===== src/rtl/tinyml_axi_pkg.sv =====
// -----------------------------------------------------------------------------
// tinyml_axi_pkg
// Shared definitions for the half-duplex AXI arbiter: arbiter state encoding,
// fixed AXI field widths and the position of the requester-select bit that is
// prefixed onto IDs on the DDR side.
// -----------------------------------------------------------------------------
package tinyml_axi_pkg;

    typedef enum logic {
        IDLE  = 1'b0,
        GRANT = 1'b1
    } arb_state_e;

    localparam int LEN_W   = 8;
    localparam int SIZE_W  = 3;
    localparam int BURST_W = 2;
    localparam int RESP_W  = 2;

    // The requester index sits directly above the requester's own ID bits.
    function automatic int id_prefix_pos(input int id_width);
        return id_width;
    endfunction

endpackage


===== src/rtl/tinyml_axi_hd_arbiter_if.sv =====
// -----------------------------------------------------------------------------
// tinyml_axi_hd_arbiter_if
// One half-duplex AXI bundle: combined AR/AW request (arw), write data (w),
// write response (b) and read data (r).
//   master modport : drives arw/w and the b/r readies (requester or DDR port
//                    as seen from the arbiter)
//   slave modport  : receives arw/w and drives b/r (arbiter's requester side)
// -----------------------------------------------------------------------------
interface tinyml_axi_hd_arbiter_if
    import tinyml_axi_pkg::*;
#(
    parameter int DATA_WIDTH = 32,
    parameter int ADDR_WIDTH = 32,
    parameter int ID_WIDTH   = 8
);
    logic                    arw_valid;
    logic                    arw_ready;
    logic [ADDR_WIDTH-1:0]   arw_payload_addr;
    logic [ID_WIDTH-1:0]     arw_payload_id;
    logic [LEN_W-1:0]        arw_payload_len;
    logic [SIZE_W-1:0]       arw_payload_size;
    logic [BURST_W-1:0]      arw_payload_burst;
    logic                    arw_payload_lock;
    logic                    arw_payload_write;

    logic                    w_valid;
    logic                    w_ready;
    logic [DATA_WIDTH-1:0]   w_payload_data;
    logic [DATA_WIDTH/8-1:0] w_payload_strb;
    logic                    w_payload_last;
    logic [ID_WIDTH-1:0]     w_payload_id;

    logic                    b_valid;
    logic                    b_ready;
    logic [ID_WIDTH-1:0]     b_payload_id;

    logic                    r_valid;
    logic                    r_ready;
    logic [DATA_WIDTH-1:0]   r_payload_data;
    logic [ID_WIDTH-1:0]     r_payload_id;
    logic [RESP_W-1:0]       r_payload_resp;
    logic                    r_payload_last;

    modport master (
        output arw_valid, arw_payload_addr, arw_payload_id, arw_payload_len,
               arw_payload_size, arw_payload_burst, arw_payload_lock, arw_payload_write,
        input  arw_ready,
        output w_valid, w_payload_data, w_payload_strb, w_payload_last, w_payload_id,
        input  w_ready,
        input  b_valid, b_payload_id,
        output b_ready,
        input  r_valid, r_payload_data, r_payload_id, r_payload_resp, r_payload_last,
        output r_ready
    );

    modport slave (
        input  arw_valid, arw_payload_addr, arw_payload_id, arw_payload_len,
               arw_payload_size, arw_payload_burst, arw_payload_lock, arw_payload_write,
        output arw_ready,
        input  w_valid, w_payload_data, w_payload_strb, w_payload_last, w_payload_id,
        output w_ready,
        output b_valid, b_payload_id,
        input  b_ready,
        output r_valid, r_payload_data, r_payload_id, r_payload_resp, r_payload_last,
        input  r_ready
    );

endinterface


===== src/rtl/tinyml_axi_order_fifo.sv =====
// -----------------------------------------------------------------------------
// tinyml_axi_order_fifo
// 1-bit wide queue remembering which requester owns each granted write, in
// grant order, so W beats are taken from the right requester.
//   clk, rst_n  : clock, async active-low reset (empties the queue)
//   push/push_data : enqueue a requester index
//   pop         : dequeue the head (ignored when empty)
//   head_data   : requester index at the head
//   full/empty  : occupancy flags
// -----------------------------------------------------------------------------
module tinyml_axi_order_fifo #(
    parameter int DEPTH = 4
) (
    input  logic clk,
    input  logic rst_n,
    input  logic push,
    input  logic push_data,
    input  logic pop,
    output logic head_data,
    output logic full,
    output logic empty
);
    localparam int PTR_W = $clog2(DEPTH);
    localparam int CNT_W = PTR_W + 1;

    logic             mem_q [DEPTH];
    logic [PTR_W-1:0] wr_ptr_q, wr_ptr_d;
    logic [PTR_W-1:0] rd_ptr_q, rd_ptr_d;
    logic [CNT_W-1:0] count_q, count_d;
    logic             push_ok, pop_ok;

    assign full      = (count_q == CNT_W'(DEPTH));
    assign empty     = (count_q == '0);
    assign head_data = mem_q[rd_ptr_q];
    assign push_ok   = push & ~full;
    assign pop_ok    = pop & ~empty;

    // DEPTH is a power of two, so pointers wrap by natural overflow.
    always_comb begin
        wr_ptr_d = wr_ptr_q + PTR_W'(push_ok);
        rd_ptr_d = rd_ptr_q + PTR_W'(pop_ok);
        count_d  = count_q + CNT_W'(push_ok) - CNT_W'(pop_ok);
    end

    // NOTE: sequential state uses non-blocking (<=) so every flop samples the
    // pre-edge values regardless of statement order.
    always_ff @(posedge clk or negedge rst_n) begin
        if (!rst_n) begin
            wr_ptr_q <= '0;
            rd_ptr_q <= '0;
            count_q  <= '0;
        end else begin
            wr_ptr_q <= wr_ptr_d;
            rd_ptr_q <= rd_ptr_d;
            count_q  <= count_d;
        end
    end

    // NOTE: storage is not reset; the empty flag masks stale entries.
    always_ff @(posedge clk) begin
        if (push_ok) mem_q[wr_ptr_q] <= push_data;
    end

endmodule


===== src/rtl/tinyml_axi_hd_arbiter.sv =====
// -----------------------------------------------------------------------------
// tinyml_axi_hd_arbiter
// Shares one half-duplex DDR AXI port between two requesters.
//   clk, rst_n : clock, async active-low reset
//   s0, s1     : requester bundles (slave side of the arbiter)
//   io_ddr     : DDR bundle, IDs one bit wider; the extra MSB is the requester
// ARW is round-robin arbitrated (IDLE -> GRANT -> IDLE); W follows grant order
// via the order queue; B/R are routed back by the ID MSB with no latency.
// -----------------------------------------------------------------------------
module tinyml_axi_hd_arbiter
    import tinyml_axi_pkg::*;
#(
    parameter int DATA_WIDTH = 32,
    parameter int ADDR_WIDTH = 32,
    parameter int ID_WIDTH   = 8,
    parameter int WQ_DEPTH   = 4
) (
    input  logic                   clk,
    input  logic                   rst_n,
    tinyml_axi_hd_arbiter_if.slave  s0,
    tinyml_axi_hd_arbiter_if.slave  s1,
    tinyml_axi_hd_arbiter_if.master io_ddr
);
    localparam int PFX = id_prefix_pos(ID_WIDTH);

    arb_state_e state_q, state_d;
    logic       grant_idx_q, grant_idx_d;
    logic       last_idx_q, last_idx_d;

    logic wq_full, wq_empty, head_idx;
    logic elig0, elig1, granted, arw_fire, wq_push, wq_pop;

    // ---------------- ARW arbitration ----------------
    // A write is only eligible while the order queue has room for it.
    assign elig0    = s0.arw_valid & (~s0.arw_payload_write | ~wq_full);
    assign elig1    = s1.arw_valid & (~s1.arw_payload_write | ~wq_full);
    assign granted  = (state_q == GRANT);
    assign arw_fire = io_ddr.arw_valid & io_ddr.arw_ready;
    assign wq_push  = arw_fire & io_ddr.arw_payload_write;

    // NOTE: every always_comb output gets a default first so no latch is inferred.
    always_comb begin
        state_d     = state_q;
        grant_idx_d = grant_idx_q;
        last_idx_d  = last_idx_q;
        case (state_q)
            IDLE: begin
                if (elig0 | elig1) begin
                    state_d     = GRANT;
                    grant_idx_d = (elig0 & elig1) ? ~last_idx_q : elig1;
                end
            end
            GRANT: begin
                if (arw_fire) begin
                    state_d    = IDLE;
                    last_idx_d = grant_idx_q;
                end
            end
            default: state_d = IDLE;
        endcase
    end

    always_ff @(posedge clk or negedge rst_n) begin
        if (!rst_n) begin
            state_q     <= IDLE;
            grant_idx_q <= 1'b0;
            last_idx_q  <= 1'b1;  // requester 0 wins the first tie
        end else begin
            state_q     <= state_d;
            grant_idx_q <= grant_idx_d;
            last_idx_q  <= last_idx_d;
        end
    end

    assign io_ddr.arw_valid         = granted & (grant_idx_q ? s1.arw_valid : s0.arw_valid);
    assign io_ddr.arw_payload_addr  = grant_idx_q ? s1.arw_payload_addr  : s0.arw_payload_addr;
    assign io_ddr.arw_payload_id    = {grant_idx_q, grant_idx_q ? s1.arw_payload_id : s0.arw_payload_id};
    assign io_ddr.arw_payload_len   = grant_idx_q ? s1.arw_payload_len   : s0.arw_payload_len;
    assign io_ddr.arw_payload_size  = grant_idx_q ? s1.arw_payload_size  : s0.arw_payload_size;
    assign io_ddr.arw_payload_burst = grant_idx_q ? s1.arw_payload_burst : s0.arw_payload_burst;
    assign io_ddr.arw_payload_lock  = grant_idx_q ? s1.arw_payload_lock  : s0.arw_payload_lock;
    assign io_ddr.arw_payload_write = grant_idx_q ? s1.arw_payload_write : s0.arw_payload_write;
    assign s0.arw_ready = granted & ~grant_idx_q & io_ddr.arw_ready;
    assign s1.arw_ready = granted &  grant_idx_q & io_ddr.arw_ready;

    // ---------------- W channel, in grant order ----------------
    tinyml_axi_order_fifo #(.DEPTH(WQ_DEPTH)) u_wq (
        .clk       (clk),
        .rst_n     (rst_n),
        .push      (wq_push),
        .push_data (grant_idx_q),
        .pop       (wq_pop),
        .head_data (head_idx),
        .full      (wq_full),
        .empty     (wq_empty)
    );

    assign io_ddr.w_valid        = ~wq_empty & (head_idx ? s1.w_valid : s0.w_valid);
    assign io_ddr.w_payload_data = head_idx ? s1.w_payload_data : s0.w_payload_data;
    assign io_ddr.w_payload_strb = head_idx ? s1.w_payload_strb : s0.w_payload_strb;
    assign io_ddr.w_payload_last = head_idx ? s1.w_payload_last : s0.w_payload_last;
    assign io_ddr.w_payload_id   = {head_idx, ID_WIDTH'(0)};
    assign s0.w_ready = ~wq_empty & ~head_idx & io_ddr.w_ready;
    assign s1.w_ready = ~wq_empty &  head_idx & io_ddr.w_ready;
    assign wq_pop     = io_ddr.w_valid & io_ddr.w_ready & io_ddr.w_payload_last;

    // ---------------- B/R return routing ----------------
    assign s0.b_valid      = io_ddr.b_valid & ~io_ddr.b_payload_id[PFX];
    assign s1.b_valid      = io_ddr.b_valid &  io_ddr.b_payload_id[PFX];
    assign s0.b_payload_id = io_ddr.b_payload_id[ID_WIDTH-1:0];
    assign s1.b_payload_id = io_ddr.b_payload_id[ID_WIDTH-1:0];
    assign io_ddr.b_ready  = io_ddr.b_payload_id[PFX] ? s1.b_ready : s0.b_ready;

    assign s0.r_valid        = io_ddr.r_valid & ~io_ddr.r_payload_id[PFX];
    assign s1.r_valid        = io_ddr.r_valid &  io_ddr.r_payload_id[PFX];
    assign s0.r_payload_id   = io_ddr.r_payload_id[ID_WIDTH-1:0];
    assign s1.r_payload_id   = io_ddr.r_payload_id[ID_WIDTH-1:0];
    assign s0.r_payload_data = io_ddr.r_payload_data;
    assign s1.r_payload_data = io_ddr.r_payload_data;
    assign s0.r_payload_resp = io_ddr.r_payload_resp;
    assign s1.r_payload_resp = io_ddr.r_payload_resp;
    assign s0.r_payload_last = io_ddr.r_payload_last;
    assign s1.r_payload_last = io_ddr.r_payload_last;
    assign io_ddr.r_ready    = io_ddr.r_payload_id[PFX] ? s1.r_ready : s0.r_ready;

endmodule


===== src/flat_wrapper.sv =====
// flat-port wrapper written by rule: the top's interface ports become plain ports
module tinyml_axi_hd_arbiter_flat import tinyml_axi_pkg::*;
#(
    parameter int DATA_WIDTH = 32,
    parameter int ADDR_WIDTH = 32,
    parameter int ID_WIDTH   = 8,
    parameter int WQ_DEPTH   = 4
)
  (clk, rst_n, s0_arw_valid, s0_arw_payload_addr, s0_arw_payload_id, s0_arw_payload_len, s0_arw_payload_size, s0_arw_payload_burst, s0_arw_payload_lock, s0_arw_payload_write, s0_arw_ready, s0_w_valid, s0_w_payload_data, s0_w_payload_strb, s0_w_payload_last, s0_w_payload_id, s0_w_ready, s0_b_valid, s0_b_payload_id, s0_b_ready, s0_r_valid, s0_r_payload_data, s0_r_payload_id, s0_r_payload_resp, s0_r_payload_last, s0_r_ready, s1_arw_valid, s1_arw_payload_addr, s1_arw_payload_id, s1_arw_payload_len, s1_arw_payload_size, s1_arw_payload_burst, s1_arw_payload_lock, s1_arw_payload_write, s1_arw_ready, s1_w_valid, s1_w_payload_data, s1_w_payload_strb, s1_w_payload_last, s1_w_payload_id, s1_w_ready, s1_b_valid, s1_b_payload_id, s1_b_ready, s1_r_valid, s1_r_payload_data, s1_r_payload_id, s1_r_payload_resp, s1_r_payload_last, s1_r_ready, io_ddr_arw_valid, io_ddr_arw_payload_addr, io_ddr_arw_payload_id, io_ddr_arw_payload_len, io_ddr_arw_payload_size, io_ddr_arw_payload_burst, io_ddr_arw_payload_lock, io_ddr_arw_payload_write, io_ddr_arw_ready, io_ddr_w_valid, io_ddr_w_payload_data, io_ddr_w_payload_strb, io_ddr_w_payload_last, io_ddr_w_payload_id, io_ddr_w_ready, io_ddr_b_valid, io_ddr_b_payload_id, io_ddr_b_ready, io_ddr_r_valid, io_ddr_r_payload_data, io_ddr_r_payload_id, io_ddr_r_payload_resp, io_ddr_r_payload_last, io_ddr_r_ready);
  tinyml_axi_hd_arbiter_if #(.DATA_WIDTH(DATA_WIDTH), .ADDR_WIDTH(ADDR_WIDTH), .ID_WIDTH(ID_WIDTH)) s0_i ();
  tinyml_axi_hd_arbiter_if #(.DATA_WIDTH(DATA_WIDTH), .ADDR_WIDTH(ADDR_WIDTH), .ID_WIDTH(ID_WIDTH)) s1_i ();
  tinyml_axi_hd_arbiter_if #(.DATA_WIDTH(DATA_WIDTH), .ADDR_WIDTH(ADDR_WIDTH), .ID_WIDTH(ID_WIDTH)) io_ddr_i ();
  input  logic clk;
  input  logic rst_n;
  input wire logic [$bits(s0_i.arw_valid)-1:0] s0_arw_valid;
  input wire logic [$bits(s0_i.arw_payload_addr)-1:0] s0_arw_payload_addr;
  input wire logic [$bits(s0_i.arw_payload_id)-1:0] s0_arw_payload_id;
  input wire logic [$bits(s0_i.arw_payload_len)-1:0] s0_arw_payload_len;
  input wire logic [$bits(s0_i.arw_payload_size)-1:0] s0_arw_payload_size;
  input wire logic [$bits(s0_i.arw_payload_burst)-1:0] s0_arw_payload_burst;
  input wire logic [$bits(s0_i.arw_payload_lock)-1:0] s0_arw_payload_lock;
  input wire logic [$bits(s0_i.arw_payload_write)-1:0] s0_arw_payload_write;
  output wire logic [$bits(s0_i.arw_ready)-1:0] s0_arw_ready;
  input wire logic [$bits(s0_i.w_valid)-1:0] s0_w_valid;
  input wire logic [$bits(s0_i.w_payload_data)-1:0] s0_w_payload_data;
  input wire logic [$bits(s0_i.w_payload_strb)-1:0] s0_w_payload_strb;
  input wire logic [$bits(s0_i.w_payload_last)-1:0] s0_w_payload_last;
  input wire logic [$bits(s0_i.w_payload_id)-1:0] s0_w_payload_id;
  output wire logic [$bits(s0_i.w_ready)-1:0] s0_w_ready;
  output wire logic [$bits(s0_i.b_valid)-1:0] s0_b_valid;
  output wire logic [$bits(s0_i.b_payload_id)-1:0] s0_b_payload_id;
  input wire logic [$bits(s0_i.b_ready)-1:0] s0_b_ready;
  output wire logic [$bits(s0_i.r_valid)-1:0] s0_r_valid;
  output wire logic [$bits(s0_i.r_payload_data)-1:0] s0_r_payload_data;
  output wire logic [$bits(s0_i.r_payload_id)-1:0] s0_r_payload_id;
  output wire logic [$bits(s0_i.r_payload_resp)-1:0] s0_r_payload_resp;
  output wire logic [$bits(s0_i.r_payload_last)-1:0] s0_r_payload_last;
  input wire logic [$bits(s0_i.r_ready)-1:0] s0_r_ready;
  input wire logic [$bits(s1_i.arw_valid)-1:0] s1_arw_valid;
  input wire logic [$bits(s1_i.arw_payload_addr)-1:0] s1_arw_payload_addr;
  input wire logic [$bits(s1_i.arw_payload_id)-1:0] s1_arw_payload_id;
  input wire logic [$bits(s1_i.arw_payload_len)-1:0] s1_arw_payload_len;
  input wire logic [$bits(s1_i.arw_payload_size)-1:0] s1_arw_payload_size;
  input wire logic [$bits(s1_i.arw_payload_burst)-1:0] s1_arw_payload_burst;
  input wire logic [$bits(s1_i.arw_payload_lock)-1:0] s1_arw_payload_lock;
  input wire logic [$bits(s1_i.arw_payload_write)-1:0] s1_arw_payload_write;
  output wire logic [$bits(s1_i.arw_ready)-1:0] s1_arw_ready;
  input wire logic [$bits(s1_i.w_valid)-1:0] s1_w_valid;
  input wire logic [$bits(s1_i.w_payload_data)-1:0] s1_w_payload_data;
  input wire logic [$bits(s1_i.w_payload_strb)-1:0] s1_w_payload_strb;
  input wire logic [$bits(s1_i.w_payload_last)-1:0] s1_w_payload_last;
  input wire logic [$bits(s1_i.w_payload_id)-1:0] s1_w_payload_id;
  output wire logic [$bits(s1_i.w_ready)-1:0] s1_w_ready;
  output wire logic [$bits(s1_i.b_valid)-1:0] s1_b_valid;
  output wire logic [$bits(s1_i.b_payload_id)-1:0] s1_b_payload_id;
  input wire logic [$bits(s1_i.b_ready)-1:0] s1_b_ready;
  output wire logic [$bits(s1_i.r_valid)-1:0] s1_r_valid;
  output wire logic [$bits(s1_i.r_payload_data)-1:0] s1_r_payload_data;
  output wire logic [$bits(s1_i.r_payload_id)-1:0] s1_r_payload_id;
  output wire logic [$bits(s1_i.r_payload_resp)-1:0] s1_r_payload_resp;
  output wire logic [$bits(s1_i.r_payload_last)-1:0] s1_r_payload_last;
  input wire logic [$bits(s1_i.r_ready)-1:0] s1_r_ready;
  output wire logic [$bits(io_ddr_i.arw_valid)-1:0] io_ddr_arw_valid;
  output wire logic [$bits(io_ddr_i.arw_payload_addr)-1:0] io_ddr_arw_payload_addr;
  output wire logic [$bits(io_ddr_i.arw_payload_id)-1:0] io_ddr_arw_payload_id;
  output wire logic [$bits(io_ddr_i.arw_payload_len)-1:0] io_ddr_arw_payload_len;
  output wire logic [$bits(io_ddr_i.arw_payload_size)-1:0] io_ddr_arw_payload_size;
  output wire logic [$bits(io_ddr_i.arw_payload_burst)-1:0] io_ddr_arw_payload_burst;
  output wire logic [$bits(io_ddr_i.arw_payload_lock)-1:0] io_ddr_arw_payload_lock;
  output wire logic [$bits(io_ddr_i.arw_payload_write)-1:0] io_ddr_arw_payload_write;
  input wire logic [$bits(io_ddr_i.arw_ready)-1:0] io_ddr_arw_ready;
  output wire logic [$bits(io_ddr_i.w_valid)-1:0] io_ddr_w_valid;
  output wire logic [$bits(io_ddr_i.w_payload_data)-1:0] io_ddr_w_payload_data;
  output wire logic [$bits(io_ddr_i.w_payload_strb)-1:0] io_ddr_w_payload_strb;
  output wire logic [$bits(io_ddr_i.w_payload_last)-1:0] io_ddr_w_payload_last;
  output wire logic [$bits(io_ddr_i.w_payload_id)-1:0] io_ddr_w_payload_id;
  input wire logic [$bits(io_ddr_i.w_ready)-1:0] io_ddr_w_ready;
  input wire logic [$bits(io_ddr_i.b_valid)-1:0] io_ddr_b_valid;
  input wire logic [$bits(io_ddr_i.b_payload_id)-1:0] io_ddr_b_payload_id;
  output wire logic [$bits(io_ddr_i.b_ready)-1:0] io_ddr_b_ready;
  input wire logic [$bits(io_ddr_i.r_valid)-1:0] io_ddr_r_valid;
  input wire logic [$bits(io_ddr_i.r_payload_data)-1:0] io_ddr_r_payload_data;
  input wire logic [$bits(io_ddr_i.r_payload_id)-1:0] io_ddr_r_payload_id;
  input wire logic [$bits(io_ddr_i.r_payload_resp)-1:0] io_ddr_r_payload_resp;
  input wire logic [$bits(io_ddr_i.r_payload_last)-1:0] io_ddr_r_payload_last;
  output wire logic [$bits(io_ddr_i.r_ready)-1:0] io_ddr_r_ready;
  assign s0_i.arw_valid = s0_arw_valid;
  assign s0_i.arw_payload_addr = s0_arw_payload_addr;
  assign s0_i.arw_payload_id = s0_arw_payload_id;
  assign s0_i.arw_payload_len = s0_arw_payload_len;
  assign s0_i.arw_payload_size = s0_arw_payload_size;
  assign s0_i.arw_payload_burst = s0_arw_payload_burst;
  assign s0_i.arw_payload_lock = s0_arw_payload_lock;
  assign s0_i.arw_payload_write = s0_arw_payload_write;
  assign s0_arw_ready = s0_i.arw_ready;
  assign s0_i.w_valid = s0_w_valid;
  assign s0_i.w_payload_data = s0_w_payload_data;
  assign s0_i.w_payload_strb = s0_w_payload_strb;
  assign s0_i.w_payload_last = s0_w_payload_last;
  assign s0_i.w_payload_id = s0_w_payload_id;
  assign s0_w_ready = s0_i.w_ready;
  assign s0_b_valid = s0_i.b_valid;
  assign s0_b_payload_id = s0_i.b_payload_id;
  assign s0_i.b_ready = s0_b_ready;
  assign s0_r_valid = s0_i.r_valid;
  assign s0_r_payload_data = s0_i.r_payload_data;
  assign s0_r_payload_id = s0_i.r_payload_id;
  assign s0_r_payload_resp = s0_i.r_payload_resp;
  assign s0_r_payload_last = s0_i.r_payload_last;
  assign s0_i.r_ready = s0_r_ready;
  assign s1_i.arw_valid = s1_arw_valid;
  assign s1_i.arw_payload_addr = s1_arw_payload_addr;
  assign s1_i.arw_payload_id = s1_arw_payload_id;
  assign s1_i.arw_payload_len = s1_arw_payload_len;
  assign s1_i.arw_payload_size = s1_arw_payload_size;
  assign s1_i.arw_payload_burst = s1_arw_payload_burst;
  assign s1_i.arw_payload_lock = s1_arw_payload_lock;
  assign s1_i.arw_payload_write = s1_arw_payload_write;
  assign s1_arw_ready = s1_i.arw_ready;
  assign s1_i.w_valid = s1_w_valid;
  assign s1_i.w_payload_data = s1_w_payload_data;
  assign s1_i.w_payload_strb = s1_w_payload_strb;
  assign s1_i.w_payload_last = s1_w_payload_last;
  assign s1_i.w_payload_id = s1_w_payload_id;
  assign s1_w_ready = s1_i.w_ready;
  assign s1_b_valid = s1_i.b_valid;
  assign s1_b_payload_id = s1_i.b_payload_id;
  assign s1_i.b_ready = s1_b_ready;
  assign s1_r_valid = s1_i.r_valid;
  assign s1_r_payload_data = s1_i.r_payload_data;
  assign s1_r_payload_id = s1_i.r_payload_id;
  assign s1_r_payload_resp = s1_i.r_payload_resp;
  assign s1_r_payload_last = s1_i.r_payload_last;
  assign s1_i.r_ready = s1_r_ready;
  assign io_ddr_arw_valid = io_ddr_i.arw_valid;
  assign io_ddr_arw_payload_addr = io_ddr_i.arw_payload_addr;
  assign io_ddr_arw_payload_id = io_ddr_i.arw_payload_id;
  assign io_ddr_arw_payload_len = io_ddr_i.arw_payload_len;
  assign io_ddr_arw_payload_size = io_ddr_i.arw_payload_size;
  assign io_ddr_arw_payload_burst = io_ddr_i.arw_payload_burst;
  assign io_ddr_arw_payload_lock = io_ddr_i.arw_payload_lock;
  assign io_ddr_arw_payload_write = io_ddr_i.arw_payload_write;
  assign io_ddr_i.arw_ready = io_ddr_arw_ready;
  assign io_ddr_w_valid = io_ddr_i.w_valid;
  assign io_ddr_w_payload_data = io_ddr_i.w_payload_data;
  assign io_ddr_w_payload_strb = io_ddr_i.w_payload_strb;
  assign io_ddr_w_payload_last = io_ddr_i.w_payload_last;
  assign io_ddr_w_payload_id = io_ddr_i.w_payload_id;
  assign io_ddr_i.w_ready = io_ddr_w_ready;
  assign io_ddr_i.b_valid = io_ddr_b_valid;
  assign io_ddr_i.b_payload_id = io_ddr_b_payload_id;
  assign io_ddr_b_ready = io_ddr_i.b_ready;
  assign io_ddr_i.r_valid = io_ddr_r_valid;
  assign io_ddr_i.r_payload_data = io_ddr_r_payload_data;
  assign io_ddr_i.r_payload_id = io_ddr_r_payload_id;
  assign io_ddr_i.r_payload_resp = io_ddr_r_payload_resp;
  assign io_ddr_i.r_payload_last = io_ddr_r_payload_last;
  assign io_ddr_r_ready = io_ddr_i.r_ready;
  tinyml_axi_hd_arbiter #(.DATA_WIDTH(DATA_WIDTH), .ADDR_WIDTH(ADDR_WIDTH), .ID_WIDTH(ID_WIDTH), .WQ_DEPTH(WQ_DEPTH)) u_core (.clk(clk), .rst_n(rst_n), .s0(s0_i), .s1(s1_i), .io_ddr(io_ddr_i));
endmodule

===== config.mk =====
export PLATFORM = sky130hd
export DESIGN_NAME = tinyml_axi_hd_arbiter_flat
export DESIGN_NICKNAME = d
export VERILOG_FILES = /design/src/rtl/tinyml_axi_pkg.sv /design/src/rtl/tinyml_axi_hd_arbiter_if.sv /design/src/rtl/tinyml_axi_order_fifo.sv /design/src/rtl/tinyml_axi_hd_arbiter.sv /design/src/flat_wrapper.sv
export SDC_FILE = /design/constraint.sdc
export NUM_CORES = 1
export LEC_CHECK = 0
export ABC_AREA = 1
export CAP_MARGIN = 20
export CORE_AREA = 2 2 188 190
export DETAILED_ROUTE_END_ITERATION = 7
export DIE_AREA = 0 0 190 192
export PLACE_DENSITY = 0.46
export SYNTH_ARGS = -nofsm -noshare
export SYNTH_HDL_FRONTEND = slang
export SYNTH_SLANG_ARGS = --single-unit

===== constraint.sdc =====
create_clock -name clk -period 2.2 [get_ports clk]
set_input_delay 0.22 -clock clk [delete_from_list [all_inputs] [get_ports clk]]
set_output_delay 0.22 -clock clk [all_outputs]
set_load 0.01 [all_outputs]

==> impl_metrics.toml <==
[placement]
dpl-instance-area_um2 = 5600
place_inst = 1152
io_buffers = 289
place.gp.congestion = 0.697
dp_hpwl_mm = 10.5

[floorplanning]
die-area_um2 = 36500
start_util_pct = 8.14
die_h_um = 192
io_pins = 479
die_w_um = 190
core-area_um2 = 34300
rows = 68

[worst_setup_path]
cp_slowest_cell = "dfrtp_1"
path_max_fanout = 5
reg2reg_depth = 12
critical-path-top-delay-family = "simple AND/OR/NAND/NOR gates"
reg2reg_to = "u_core.u_wq.count_q[2]"
worstReg2RegStart = "u_core.u_wq.rd_ptr_q[0]"
cp_num_buf_inv = 3
worst_setup_path_end_kind = "register"
crit_arrival_ns = 2.33
worst_ep_required_time_ns = 2.33
ff2ff_setup_slack_ns = 0.006
path_common_cell = "buf_6"
max_stage_delay_ns = 0.42
path_class = "reg -> reg"
worstPathCellList = "nand2_1 -> nand3_4 -> buf_4 -> nand3_1 -> nand2_2 -> nor2_4 -> buf_6 -> nand3_2 -> buf_6 -> fa_2 -> xnor2_2 -> xor2_1"
worstSetupStartpointType = "register"

[layout]
fin_area_um2 = 5820
drive_above_1_share_pct = 10.0
diodes = 0
fillers = 3907
post-route-util_pct = 17.0
nets = 977
instances_no_fill = 1163
synthToLayoutAreaGrowth_pct = 109

[yosys]
synth_edf_count = 4
ys_seq_elements = 14
async_reset_ff_share_pct = 71.4
ys_types = 27
synth_top_area_share_pct = 38.7
synth_flop_cell = "dfrtp_1"
synth_top_area_cell = "nand2_1"
postSynthCellCount = 496
yosys_warnings = 0
ys_seq_area_share_pct = 13.3
synth.avg_cell_area_um2 = 5.63
netlist_area_um2 = 2790
ys_top_cells_by_area = "nand2_1 (39%), buf_4 (31%), dfrtp_1 (8.1%)"

[drt]
via_per_inst = 3.03
routed_wl_mm = 12.5
drc = 0
firstDrtPassIters = 4
ant_nets = 0
wire_per_inst_um = 10.8
vias = 3519
first_iter_violations = 77

[power]
p_sw_w = 0.00257
vdd_drop_max_v = 0.000728
clkPwrFrac_pct = 6.3
seq_power_share_pct = 8.1
switching_share_pct = 44.7
total_power_w = 0.00574
combPwrFrac_pct = 85.6
leakagePower_nw = 2.74
internal_power_w = 0.00318
power_density_nw_per_um2 = 986

[outcome]
outcome = "completed"

[timing]
drv_slew = 0
fmax_mhz = 456
final-hold-violation-count = 0
worst_pin_slew_ns = 0.628
rsz0062_at_grt = "yes"
maxSlewHeadroom_pct = 58.0
fin_crit_ns = 2.19
fin_skew_ns = 0.00912
fin_crit_sh_pct = 99.7
setup_violations = 0

[grt]
grt_pass1_vias = 3459
grt_max_degree = 49
gr-total-overflow = 0
grt_pass1_wl_mm = 17.8
antenna_found_initial = 2
globalRouteTotalUtil_pct = 6.29

[clock_tree]
clkTransAtPathRegs_ns = 0.06
clock_path_buffers = 2
ctsHoldBuffers = 0
cts_tree = "yes"
clk_latency_ns = 0.25
cts_root_buf = "clkbuf_16"
htree_levels = 1
clock-sinks = 14
cts-buffers-inserted = 3

[flow_run]
cap_violations = 0

[hold_path]
min_path_type = "in -> async"
how the worst max path moves through the flow:
stage                            start                endpoint  slack, ns  cells after the start
6_report       u_core.u_wq.rd_ptr_q[0]  u_core.u_wq.count_q[2]      0.006                     12
2_1_floorplan       u_core.grant_idx_q  u_core.u_wq.count_q[2]      0.003                     12
3_5_place_dp              s0_arw_valid  u_core.u_wq.count_q[2]      -0.25                     12
5_1_grt        u_core.u_wq.rd_ptr_q[0]  u_core.u_wq.count_q[2]      -0.16                     13
4_1_cts        u_core.u_wq.rd_ptr_q[0]  u_core.u_wq.count_q[2]       0.01                     13
3_3_place_gp              s0_arw_valid  u_core.u_wq.count_q[2]      -0.22                     12
cell usage after synthesis (all sizes together), types with 2 or more instances:
library cell,number
inv,18
nor2,4
clkbuf,5
nand4,3
buf,130
dfrtp,9
xor2,2
nand2,291
o21ai,4
ha,2
nand3,11
edfxtp,4
nor3,6
stage by stage:
| step | hold WS [ns] | setup WS [ns] | setup TNS (ns) |
|---|---|---|---|
| CTS | 0.381 | 0.0115 | 0 |
| finish | 0.358 | 0.00618 | 0 |
| global route | 0.392 | -0.164 | -0.228 |
| global placement | 0.440 | -0.217 | -0.217 |
| floorplan | -0.0756 | 0.00300 | 0 |
| detailed placement | 0.440 | -0.248 | -0.269 |
worst reg2reg max path, stage by stage, from the launching register on:
cell	delay, ns
dfrtp_1	0.42
nand2_1	0.12
nand3_4	0.09
buf_4	0.14
nand3_1	0.07
nand2_2	0.07
nor2_4	0.15
buf_6	0.12
nand3_2	0.09
buf_6	0.13
fa_2	0.39
xnor2_2	0.14
xor2_1	0.14
cell type report:
type                            count  area [um2]  share of cell area [%]
Inverter                           18        70.1                    1.20
Timing Repair Buffer              332        3280                    56.3
Clock inverter                      1        3.75                  0.0644
Multi-Input combinational cell    340        1460                    25.0
Sequential cell                    14         373                    6.40
Tap cell                          455         569                    9.77
Clock buffer                        3        75.1                    1.29
cells in the final DEF, fill, tap and decap left out, types with 4 or more instances in the layout:
master	netlist	routed
nor3_1	6	6
buf_12	0	4
edfxtp_1	4	4
nand2_2	3	4
dlygate4sd2_1	0	32
clkdlybuf4s50_1	0	249
conb_1	1	12
nand2_1	288	285
buf_4	116	32
nand3_1	6	6
dfrtp_1	9	8
inv_2	5	4
buf_6	4	4
inv_1	13	13
repair_timing:
item,4_1_cts,5_1_grt
pin swaps,5,3
resized for setup,53,21
setup endpoints to repair,76,32
buffers inserted,3,3
gates cloned,1,0
state kept, by name, indices dropped and copies added (netlist names):
register              count
u_core.granted            1
u_core.grant_idx_q        1
u_core.u_wq.count_q       3
u_core.u_wq.mem_q         4
u_core.last_idx_q         1
u_core.u_wq.wr_ptr_q      2
u_core.u_wq.rd_ptr_q      2
logic make-up (layout without fill, tap and decap cells):
family | count (synthesis) | after routing | synth area share, %
compound gates | 7 | 7 | 1.52
xor+xnor | 3 | 3 | 0.941
fa+ha+maj | 3 | 3 | 1.61
buf+inv | 153 | 354 | 37.7
flops | 14 | 14 | 13.3
other cells | 1 | 12 | 0.134
simple gates | 315 | 315 | 44.8
power groups by stage:
| stage | clock network (W) | logic [W] | registers, W |
|---|---|---|---|
| 6_report | 0.000364 | 0.00491 | 0.000466 |
| 5_1_grt | 0.000403 | 0.00539 | 0.000483 |
| 4_1_cts | 0.000390 | 0.00490 | 0.000463 |
| 3_5_place_dp | 0 | 0.00483 | 0.000467 |
| 3_3_place_gp | 0 | 0.00485 | 0.000468 |
| 2_1_floorplan | 0 | 0.00228 | 0.000462 |
routing by layer:
| metal | wire length [um] | track usage (%) | share of wire, % |
|---|---|---|---|
| met2 | 5600 | 11.4 | 45 |
| met4 | 181 | 1.04 | 1.4 |
| met5 | 13 | 0 | 0.10 |
| met1 | 4470 | 5.67 | 36 |
| met3 | 2290 | 4.71 | 18 |
(Power assumes the default switching activity.)
